--- src/rtl/convert_8_32.sv ---
// rtl/convert_8_32.sv - byte-to-word packer, 4 x 8-bit bytes into one 32-bit word
//
// Purpose:
//   Accepts bytes on a valid/ready handshake, assembles every four accepted
//   bytes into a 32-bit word and presents it on a valid/ready output handshake.
//   All handshake outputs are registered: o_rrdy depends only on state, never
//   combinationally on i_trdy.
//
// Parameters:
//   BIG_ENDIAN  0: first byte -> o_data[7:0]; 1: first byte -> o_data[31:24]
//
// Ports:
//   clk         in   1   clock, rising edge
//   reset_n     in   1   asynchronous active-low reset
//   i_data      in   8   input byte
//   i_rval      in   1   input byte valid
//   o_rrdy      out  1   ready for an input byte (high in FILL)
//   o_data      out  32  assembly register / output word
//   o_tval      out  1   output word valid (high in SEND)
//   i_trdy      in   1   downstream ready for a word
//   o_byte_cnt  out  2   bytes held in the partial word
//   i_flush     in   1   (CONVERT_8_32_FLUSH_EN) emit the partial word
//   o_bmask     out  4   (CONVERT_8_32_FLUSH_EN) byte-valid mask, bit n <-> o_data[8n+7:8n]
//
// Configuration macro: CONVERT_8_32_FLUSH_EN

module convert_8_32 #(
  parameter bit BIG_ENDIAN = 1'b0
) (
  input  logic        clk,
  input  logic        reset_n,
  input  logic [7:0]  i_data,
  input  logic        i_rval,
  output logic        o_rrdy,
  output logic [31:0] o_data,
  output logic        o_tval,
  input  logic        i_trdy,
  output logic [1:0]  o_byte_cnt
`ifdef CONVERT_8_32_FLUSH_EN
  ,
  input  logic        i_flush,
  output logic [3:0]  o_bmask
`endif
);

  typedef enum logic {
    FILL = 1'b0,
    SEND = 1'b1
  } state_t;

  state_t state;

  logic        i_xfer;
  logic [1:0]  lane;
  logic [31:0] data_wr;
  logic [2:0]  fill_cnt;
  logic        full;
  logic        flush_go;

  // o_rrdy is only high in FILL, so i_xfer can only happen in FILL.
  assign i_xfer   = i_rval & o_rrdy;
  assign lane     = BIG_ENDIAN ? (2'd3 - o_byte_cnt) : o_byte_cnt;
  assign fill_cnt = {1'b0, o_byte_cnt} + {2'b00, i_xfer};
  // Byte count reaching 4 means the current transfer completes the word.
  assign full     = fill_cnt[2];

  always_comb begin
    data_wr = o_data;
    if (i_xfer) begin
      data_wr[{lane, 3'b000} +: 8] = i_data;
    end
  end

`ifdef CONVERT_8_32_FLUSH_EN
  logic [3:0] flush_mask;

  // A flush only does something when 1..3 bytes would be held after this
  // cycle; a full word takes the normal path and an empty one is ignored.
  assign flush_go = i_flush & (fill_cnt != 3'd0) & ~full;

  always_comb begin
    flush_mask = 4'b0000;
    case (fill_cnt)
      3'd1:    flush_mask = BIG_ENDIAN ? 4'b1000 : 4'b0001;
      3'd2:    flush_mask = BIG_ENDIAN ? 4'b1100 : 4'b0011;
      3'd3:    flush_mask = BIG_ENDIAN ? 4'b1110 : 4'b0111;
      default: flush_mask = 4'b0000;
    endcase
  end
`else
  assign flush_go = 1'b0;
`endif

  always_ff @(posedge clk or negedge reset_n) begin
    if (!reset_n) begin
      state      <= FILL;
      o_tval     <= 1'b0;
      o_rrdy     <= 1'b1;
      o_data     <= 32'h0;
      o_byte_cnt <= 2'd0;
`ifdef CONVERT_8_32_FLUSH_EN
      o_bmask    <= 4'h0;
`endif
    end else begin
      case (state)
        FILL: begin
          o_data <= data_wr;
          if (full || flush_go) begin
            state      <= SEND;
            o_tval     <= 1'b1;
            o_rrdy     <= 1'b0;
            o_byte_cnt <= 2'd0;
`ifdef CONVERT_8_32_FLUSH_EN
            o_bmask    <= full ? 4'hF : flush_mask;
`endif
          end else begin
            o_byte_cnt <= fill_cnt[1:0];
          end
        end
        SEND: begin
          // Word and mask hold until the downstream takes them; the
          // assembly register is cleared so unwritten lanes read as 0.
          if (i_trdy) begin
            state  <= FILL;
            o_tval <= 1'b0;
            o_rrdy <= 1'b1;
            o_data <= 32'h0;
`ifdef CONVERT_8_32_FLUSH_EN
            o_bmask <= 4'h0;
`endif
          end
        end
      endcase
    end
  end

endmodule
--- config.mk ---
export PLATFORM = sky130hd
export DESIGN_NAME = convert_8_32
export DESIGN_NICKNAME = d
export VERILOG_FILES = /design/src/rtl/convert_8_32.sv
export SDC_FILE = /design/constraint.sdc
export NUM_CORES = 1
export LEC_CHECK = 0
export CORE_MARGIN = 1.5
export CORE_UTILIZATION = 35
export DETAILED_ROUTE_END_ITERATION = 8
export HOLD_SLACK_MARGIN = 0.1
export SLEW_MARGIN = 20
export SYNTH_ARGS = -nofsm -noshare
export SYNTH_HDL_FRONTEND = slang
export SYNTH_SLANG_ARGS = --single-unit
--- constraint.sdc ---
create_clock -name clk -period 3.6 [get_ports clk]
set_input_delay 0.54 -clock clk [delete_from_list [all_inputs] [get_ports clk]]
set_output_delay 0.54 -clock clk [all_outputs]
set_load 0.01 [all_outputs]
# --- Yosys cells after proc, flatten, opt, wreduce, memory -nomap -nowiden ---
# Cells that the tools add are included.
op_classes:
  n_addsub: 2
  eq_ne: 3
  shift: 2
  muxes: 14
  n_bitwise: 2
  n_reduce_logical: 2
op_table:
  columns: ["operator", "count"]
  rows:
  - ["$mux 32", 2]
  - ["$pmux 32 s2", 1]
  - ["$bwmux 32", 1]
  - ["$shift 8x7->32 const A", 1]
  - ["$shiftx 8x7->32", 1]
  - ["$neg 5->7", 1]
  - ["$mux 1", 6]
  - ["$ne 2x2->1 const B", 3]
  - ["$pmux 1 s2", 3]
  - ["$reduce_and 2->1", 2]
  - ["$add 2x1->3", 1]
  - ["$mux 2", 1]
  - ["$and 1x1->1", 1]
  - ["$not 1->1", 1]
totals:
  register_bits: 37
  input_bits: 12
  out_inout_bits: 36
  wordCells: 30

# --- Logic depth before layout (Yosys ltp) ---
# Gate-level depths: netlist (run 1).
depth:
  word_depth: 5
  depth_mapped: 7
  depth_no_buf: 6

# --- Worst setup path after synthesis (run 1) ---
# No wires, ideal clock.
synth_path:
  kind: "reg2reg"
  startpoint: "register o_byte_cnt[0]"
  endpoint: "register o_data[0]"
  setup_time_ps: 79
  arrival_time_ps: 1988
  required_time_ps: 3521
  slack_ps: 1533
  stages_incl_launch_ff: 8
  path_buffers: 2
  synth_period_minus_slack_ps: 2067
  path_cell_list: "dfrtp_1 > clkbuf_1 > inv_1 > ha_1 > buf_2 > nor4b_4 > nand2_1 > mux2i_1"
synth_between:
  elab_chain_cells: 5
synth_lines:
  columns: ["item", "line", "rtl"]
  rows:
  - ["start: declaration", "38", "output logic [1:0] o_byte_cnt"]
  - ["start signal: assignment", "117", "o_byte_cnt <= fill_cnt[1:0];"]
  - ["$neg 5->7 (*)", "70", "data_wr[{lane, 3'b000} +: 8] = i_data;"]
  - ["$shiftx 8x7->32 / $shift 8x7->32 (equally long branches)", "70", null]
  - ["$bwmux 32 (*)", "70", null]
  - ["$mux 32 (*)", "69", "if (i_xfer) begin"]
  - ["$pmux 32 s2 (*)", "105", "case (state)"]
  - ["end signal: assignment", "107", "o_data <= data_wr;"]
  - ["end: declaration", "35", "output logic [31:0] o_data,"]
# Mark *: on every way between the ends. The rest lies on a longest branch, timed or not. The select of a mux whose other input is x is not followed.
# A chain may end at the register's enable or synchronous reset.

# --- Worst setup path in the final report (run 1) ---
layout_path:
  startpoint: "register o_byte_cnt[0]"
  endpoint: "register o_data[23]"
# Same word-level chain as after synthesis.

==> run summary, run 1 <==
final hold viol count: 0
Synth-to-Final Area Change: 32.7%
post-synthesis sequential area ratio: 50.4%
drt wl/cell: 15.4 µm
launch point of the critical path: o_byte_cnt[0]
syn_nets: 178
M3 GR Usage: 5.16%
share of power burned in combinational logic: 4.6%
Yosys warnings: 0
Max Fclk: 430 MHz
slew margin rel.: 47.5%
total congestion overflow: 0
DRT Wirelength: 4230 µm
initial core utilization: 36.2%
number of flops mapped to enable cells by yosys: 0
clock slew at reported path FFs: 0.07 ns
Synth Cell Area: 1840 µm²
Final Skew: 0.00303 ns
initial antenna violation count: 0
Mapped Cells: 159
gpl congestion: 0.800
flop-to-flop setup slack: 1.28 ns
root buffer cell: clkbuf_8
die area: 5690 µm²
Max Root-Sink Buffers: 2
minimum clock period: 2.32 ns
synth top area cells: dfrtp_1, mux2_1, mux2i_1
area fraction of the dominant cell type after synthesis: 49.0%
DRT iter0 DRCs: 140
Clock Sinks: 37
worst path buffer plus inverter count: 1
dpl cell area: 2360 µm²
hpwl dp: 3110 µm
# IOs: 48
critical path class: flip-flop to flip-flop
TritonCTS clock tree: done
sw power: 0.159 mW
Post-CTS Resized: 0
port buffer count: 47
CP cell instances: inv_1 -> ha_1 -> nand2_1 -> nor4b_1 -> mux2_1
max cap viols: 0
Crit. End Element: flip-flop
reg-to-reg critical path startpoint: o_byte_cnt[0]
crit start category: flip-flop
Endpoint, Worst Hold: o_data[20]
Vias: 1,320
status: finished, final reports clean
Seq. cell area: 927 µm²
family with the most delay on the worst path: flip-flops
number of global-route vias before repair: 1,335
hold crit path type: flip-flop to flip-flop
drt via density: 4.80
drt pass-1 iters: 4
busiest metal layer after global routing: met2
#FFs+latches synth: 37
hold path cells: 1
Nets: 223
Max Transition Viols Final: 0
setup_tns: 0 ns
Global Route met1 Usage: 22.7%
Final Total Pwr: 0.723 mW
clock share of power: 38.0%
first-pass GRT wire length: 6850 µm
Critical-path top delay cell: dfrtp_1
Setup Fix Bufs, Post-CTS: 0
Worst path depth: 5
Reg2Reg Depth: 5
filler cell count: 481
Worst EP required: 3.82 ns
hold_sp: o_data[20]
R2R Path End: o_data[23]
Rows: 26
critical path peak fanout: 16
Antenna Nets Post-Route: 0
sequential power share: 57.5%
Mapped Avg Cell Area: 11.6 µm²
Num CTS Buffers: 5
Leak: 1.15 nW
post-route cell area: 2440 µm²
Worst Tran Pin Value: 0.784 ns
DR DRC count: 0
max incr delay on CP: 0.68 ns
aggregate global-route resource usage: 16.7%
largest net degree at the start of global routing: 38
GR Layer Usage met2: 25.6%
WP data arrival: 2.55 ns
htree depth: 2
Core Area: 5070 µm²
Synth area leader: dfrtp_1
Peak VDD IR: 0.000167 V
setup violators final: 0
P per Cell Area: 296 nW/µm²
share of cells above drive strength 1: 6.34%
dominant synthesized flop cell: dfrtp_1
ys async rst share: 100%
die width: 75.5 µm
hold-fix buffers at CTS: 0
most common cell in the synthesized netlist: dfrtp_1
diode count: 0
Post-synth top cells: dfrtp_1, inv_1, mux2i_1
switching part of the total: 22.0%
Die H: 75.5 µm
Pint: 0.564 mW
RSZ-0062 raised after global routing: no
Cell variety after synth: 25
clk_lat worst skew: 0.29 ns
fin crit share: 64.6%
Multi-input gate area: 790 µm²
[power groups by stage]
stage          clock, mW  combinational, mW  sequential, mW
3_5_place_dp           0             0.0336           0.423
3_3_place_gp           0             0.0333           0.423
5_1_grt            0.306             0.0359           0.415
4_1_cts            0.284             0.0337           0.415
2_1_floorplan          0            0.00431           0.424
6_report           0.275             0.0330           0.416
[worst reg2reg max path, delay by kind of cell, from the launching register on]
kind | cells | cell delay [ns]
flops | 1 | 0.68
simple gates | 2 | 0.66
fa+ha+maj | 1 | 0.55
mux | 1 | 0.20
buf+inv | 1 | 0.18
[cell usage in the layout, fill, tap and decap left out, types with 2 or more instances in the layout]
master / netlist / routed
nor2_1: 3 / 3
ha_1: 7 / 7
mux2i_1: 17 / 17
nand2_1: 10 / 10
dfrtp_1: 36 / 36
nand4_1: 8 / 8
mux2_1: 16 / 16
nor4b_1: 8 / 8
inv_1: 20 / 20
a22o_1: 4 / 4
clkinv_2: 0 / 2
clkbuf_8: 0 / 5
and3_1: 8 / 8
clkdlybuf4s50_1: 0 / 47
[metal layers]
layer  vias to the layer above  wire, µm
met5                         -         0
met4                         0        49
met3                         4       221
met2                        39      1950
met1                       642      2020
li1                        635         -
[logic make-up after synthesis]
logic type      count (synthesis)  synth area share (%)
compound gates                  7                  2.79
fa+ha+maj                       7                  4.76
simple gates                   44                  15.7
buf+inv                        30                  6.60
flops                          37                  50.4
mux                            34                  19.7
[worst max path at each step]
| stage | endpoint |
|---|---|
| final | o_data[23] |
| after global routing | o_data[23] |
| after CTS | o_data[23] |
| after detailed placement | o_data[23] |
| after global placement | o_data[18] |
| after floorplan | o_data[0] |
[sequential cells by signal, indices dropped and copies added (netlist names)]
signal / count
o_byte_cnt: 2
o_data: 32
o_rrdy: 1
o_tval: 1
state: 1
[area by class of cell]
type | count | area share [%]
Tap cell | 70 | 3.59
Inverter | 20 | 3.08
Clock buffer | 6 | 2.97
Clock inverter | 2 | 0.410
Timing Repair Buffer | 48 | 19.6
Multi-Input combinational cell | 92 | 32.4
Sequential cell | 37 | 38.0
[stage by stage]
stage               util, %  setup slack [ns]  std cells  hold WS [ns]
finish                 48.1              1.28        275         0.490
CTS                    48.1              1.27        275         0.495
floorplan                 -              1.53        159         0.244
global placement       46.4              1.49        267         0.473
global route           48.1              1.07        275         0.511
detailed placement     46.4              1.30        267         0.479
No activity file was read; power rests on OpenSTA's default activity.
==> run 2, diff against run 1 <==
Clock period 3.6 ns to 1.9 ns, I/O delays scaled along.
==> run summary, run 2 (synthesis results as in run 1) <==
status: finished, final reports clean
diode count: 0 (unchanged)
Nets: 231 (+3.6%)
gpl congestion: 0.729 (-8.9%)
Clock Sinks: 37 (unchanged)
root buffer cell: clkbuf_8
Post-CTS Resized: 0 (unchanged)
slew margin rel.: 67.1% (+20 points)
GR Layer Usage met2: 26.1% (+0.49 points)
first-pass GRT wire length: 6630 µm (-3.2%)
DRT iter0 DRCs: 78 (-44%)
initial antenna violation count: 0 (unchanged)
htree depth: 2 (unchanged)
setup violators final: 0 (unchanged)
fin crit share: 90.4%
final hold viol count: 0 (unchanged)
port buffer count: 47 (unchanged)
DR DRC count: 0 (unchanged)
Vias: 1,361 (+3.1%)
Max Transition Viols Final: 0 (unchanged)
most common cell after layout, fill and taps aside: clkdlybuf4s50_1
die area: 5690 µm² (unchanged)
setup_tns: 0 ns (unchanged)
RSZ-0062 raised after global routing: no
die width: 75.5 µm (unchanged)
TritonCTS clock tree: done
hold crit path type: primary input to asynchronous set/reset pin
fin cells: 283 (+2.9%)
crit start category: flip-flop
Num CTS Buffers: 5 (unchanged)
Synth-to-Final Area Change: 37.1%
drt pass-1 iters: 4 (unchanged)
largest net degree at the start of global routing: 38 (unchanged)
minimum clock period: 1.72 ns
total congestion overflow: 0 (unchanged)
number of global-route vias before repair: 1,334 (-0.075%)
Peak VDD IR: 0.000372 V (+120%)
Worst Tran Pin Value: 0.492 ns (-0.293 ns)
clock slew at reported path FFs: 0.07 ns (about the same)
hold-fix buffers at CTS: 0 (unchanged)
Hold Worst Slack: 0.417 ns (-0.0732 ns)
Max Root-Sink Buffers: 2 (unchanged)
Die H: 75.5 µm (unchanged)
Rows: 26 (unchanged)
critical path class: flip-flop to output port
Leak: 1.20 nW (+4.2%)
busiest metal layer after global routing: met2
Core Area: 5070 µm² (unchanged)
max FFs per register: 32 (unchanged)
drt wl/cell: 14.7 µm (-4.6%)
Max Fclk: 582 MHz
most frequent cells in the layout: clkdlybuf4s50_1, dfrtp_1, inv_1, mux2i_1, mux2_1
drt via density: 4.81 (+0.19%)
Largest regs: o_data x32, o_byte_cnt x2
initial core utilization: 36.2% (unchanged)
Final Skew: 0.00383 ns (+0.000802 ns)
M3 GR Usage: 4.37% (-0.79 points)
max cap viols: 0 (unchanged)
DRT Wirelength: 4160 µm (-1.8%)
Placed Instances: 275 (+3.0%)
Antenna Nets Post-Route: 0 (unchanged)
WP data arrival: 1.43 ns (-1.12 ns)
Reg2Reg Depth: 3 (-2)
most flop-heavy register: o_data
aggregate global-route resource usage: 16.0% (-0.71 points)
critical path peak fanout: 15 (-1)
Worst EP required: 1.62 ns (-2.20 ns)
# IOs: 48 (unchanged)
clk_lat worst skew: 0.29 ns (about the same)
Crit. End Element: output port
Global Route met1 Usage: 20.4% (-2.3 points)
P per Cell Area: 576 nW/µm² (+94%)
share of cells above drive strength 1: 10.8% (+4.5 points)
Setup Fix Bufs, Post-CTS: 0 (unchanged)
hpwl dp: 3110 µm (about the same)
## run 2: power by group
group          internal (mW)        switching [mW]  leakage, nW
clock                  0.328                 0.275       0.0542
combinational         0.0286                0.0341        0.729
sequential             0.787  0.000000000000000153        0.419
total                   1.14                 0.309         1.20
## run 2: through the flow
step | setup WS (ns) | utilization, % | area, µm² | power (mW)
floorplan | 0.0192 | - | 1840 | 0.811
global placement | 0.0709 | 47.7 | 2420 | 0.865
detailed placement | 0.00372 | 47.7 | 2420 | 0.867
CTS | 0.180 | 49.7 | 2520 | 1.47
global route | 0.127 | 49.7 | 2520 | 1.51
finish | 0.183 | 49.7 | 2520 | 1.45
## run 2: critical path: stages, from the launching register on
cell             delay (ns)
dfrtp_2                0.36
buf_4                  0.22
clkdlybuf4s50_1        0.57
## run 2: path summary, 6_finish.rpt
check / slack, ns / endpoint / from
setup reg to reg: 0.22 / o_data[31] / o_rrdy
hold reg to reg: 0.49 / o_data[20] / o_data[20]
min in group clk: 0.49 / o_data[20] / o_data[20]
max in group asynchronous: 1.13 / o_byte_cnt[0] / reset_n
hold / removal: 0.42 / o_data[3] / reset_n
setup / recovery: 0.18 / o_byte_cnt[0] / o_byte_cnt[0]
## run 2: layout make-up
type / instances / area, µm²
timing repair buffer: 56 / 538
inverter: 20 / 75.1
clock buffer: 7 / 96.3
sequential: 37 / 928
clock inverter: 1 / 5.00
tap: 70 / 87.6
fill: 469 / 2550
multi-input combinational: 92 / 790
## run 2: metal layers
layer | vias to the layer above | wire (µm)
met3 | 7 | 181
met5 | - | 0
li1 | 650 | -
met2 | 37 | 1970
met4 | 0 | 60
met1 | 667 | 1950
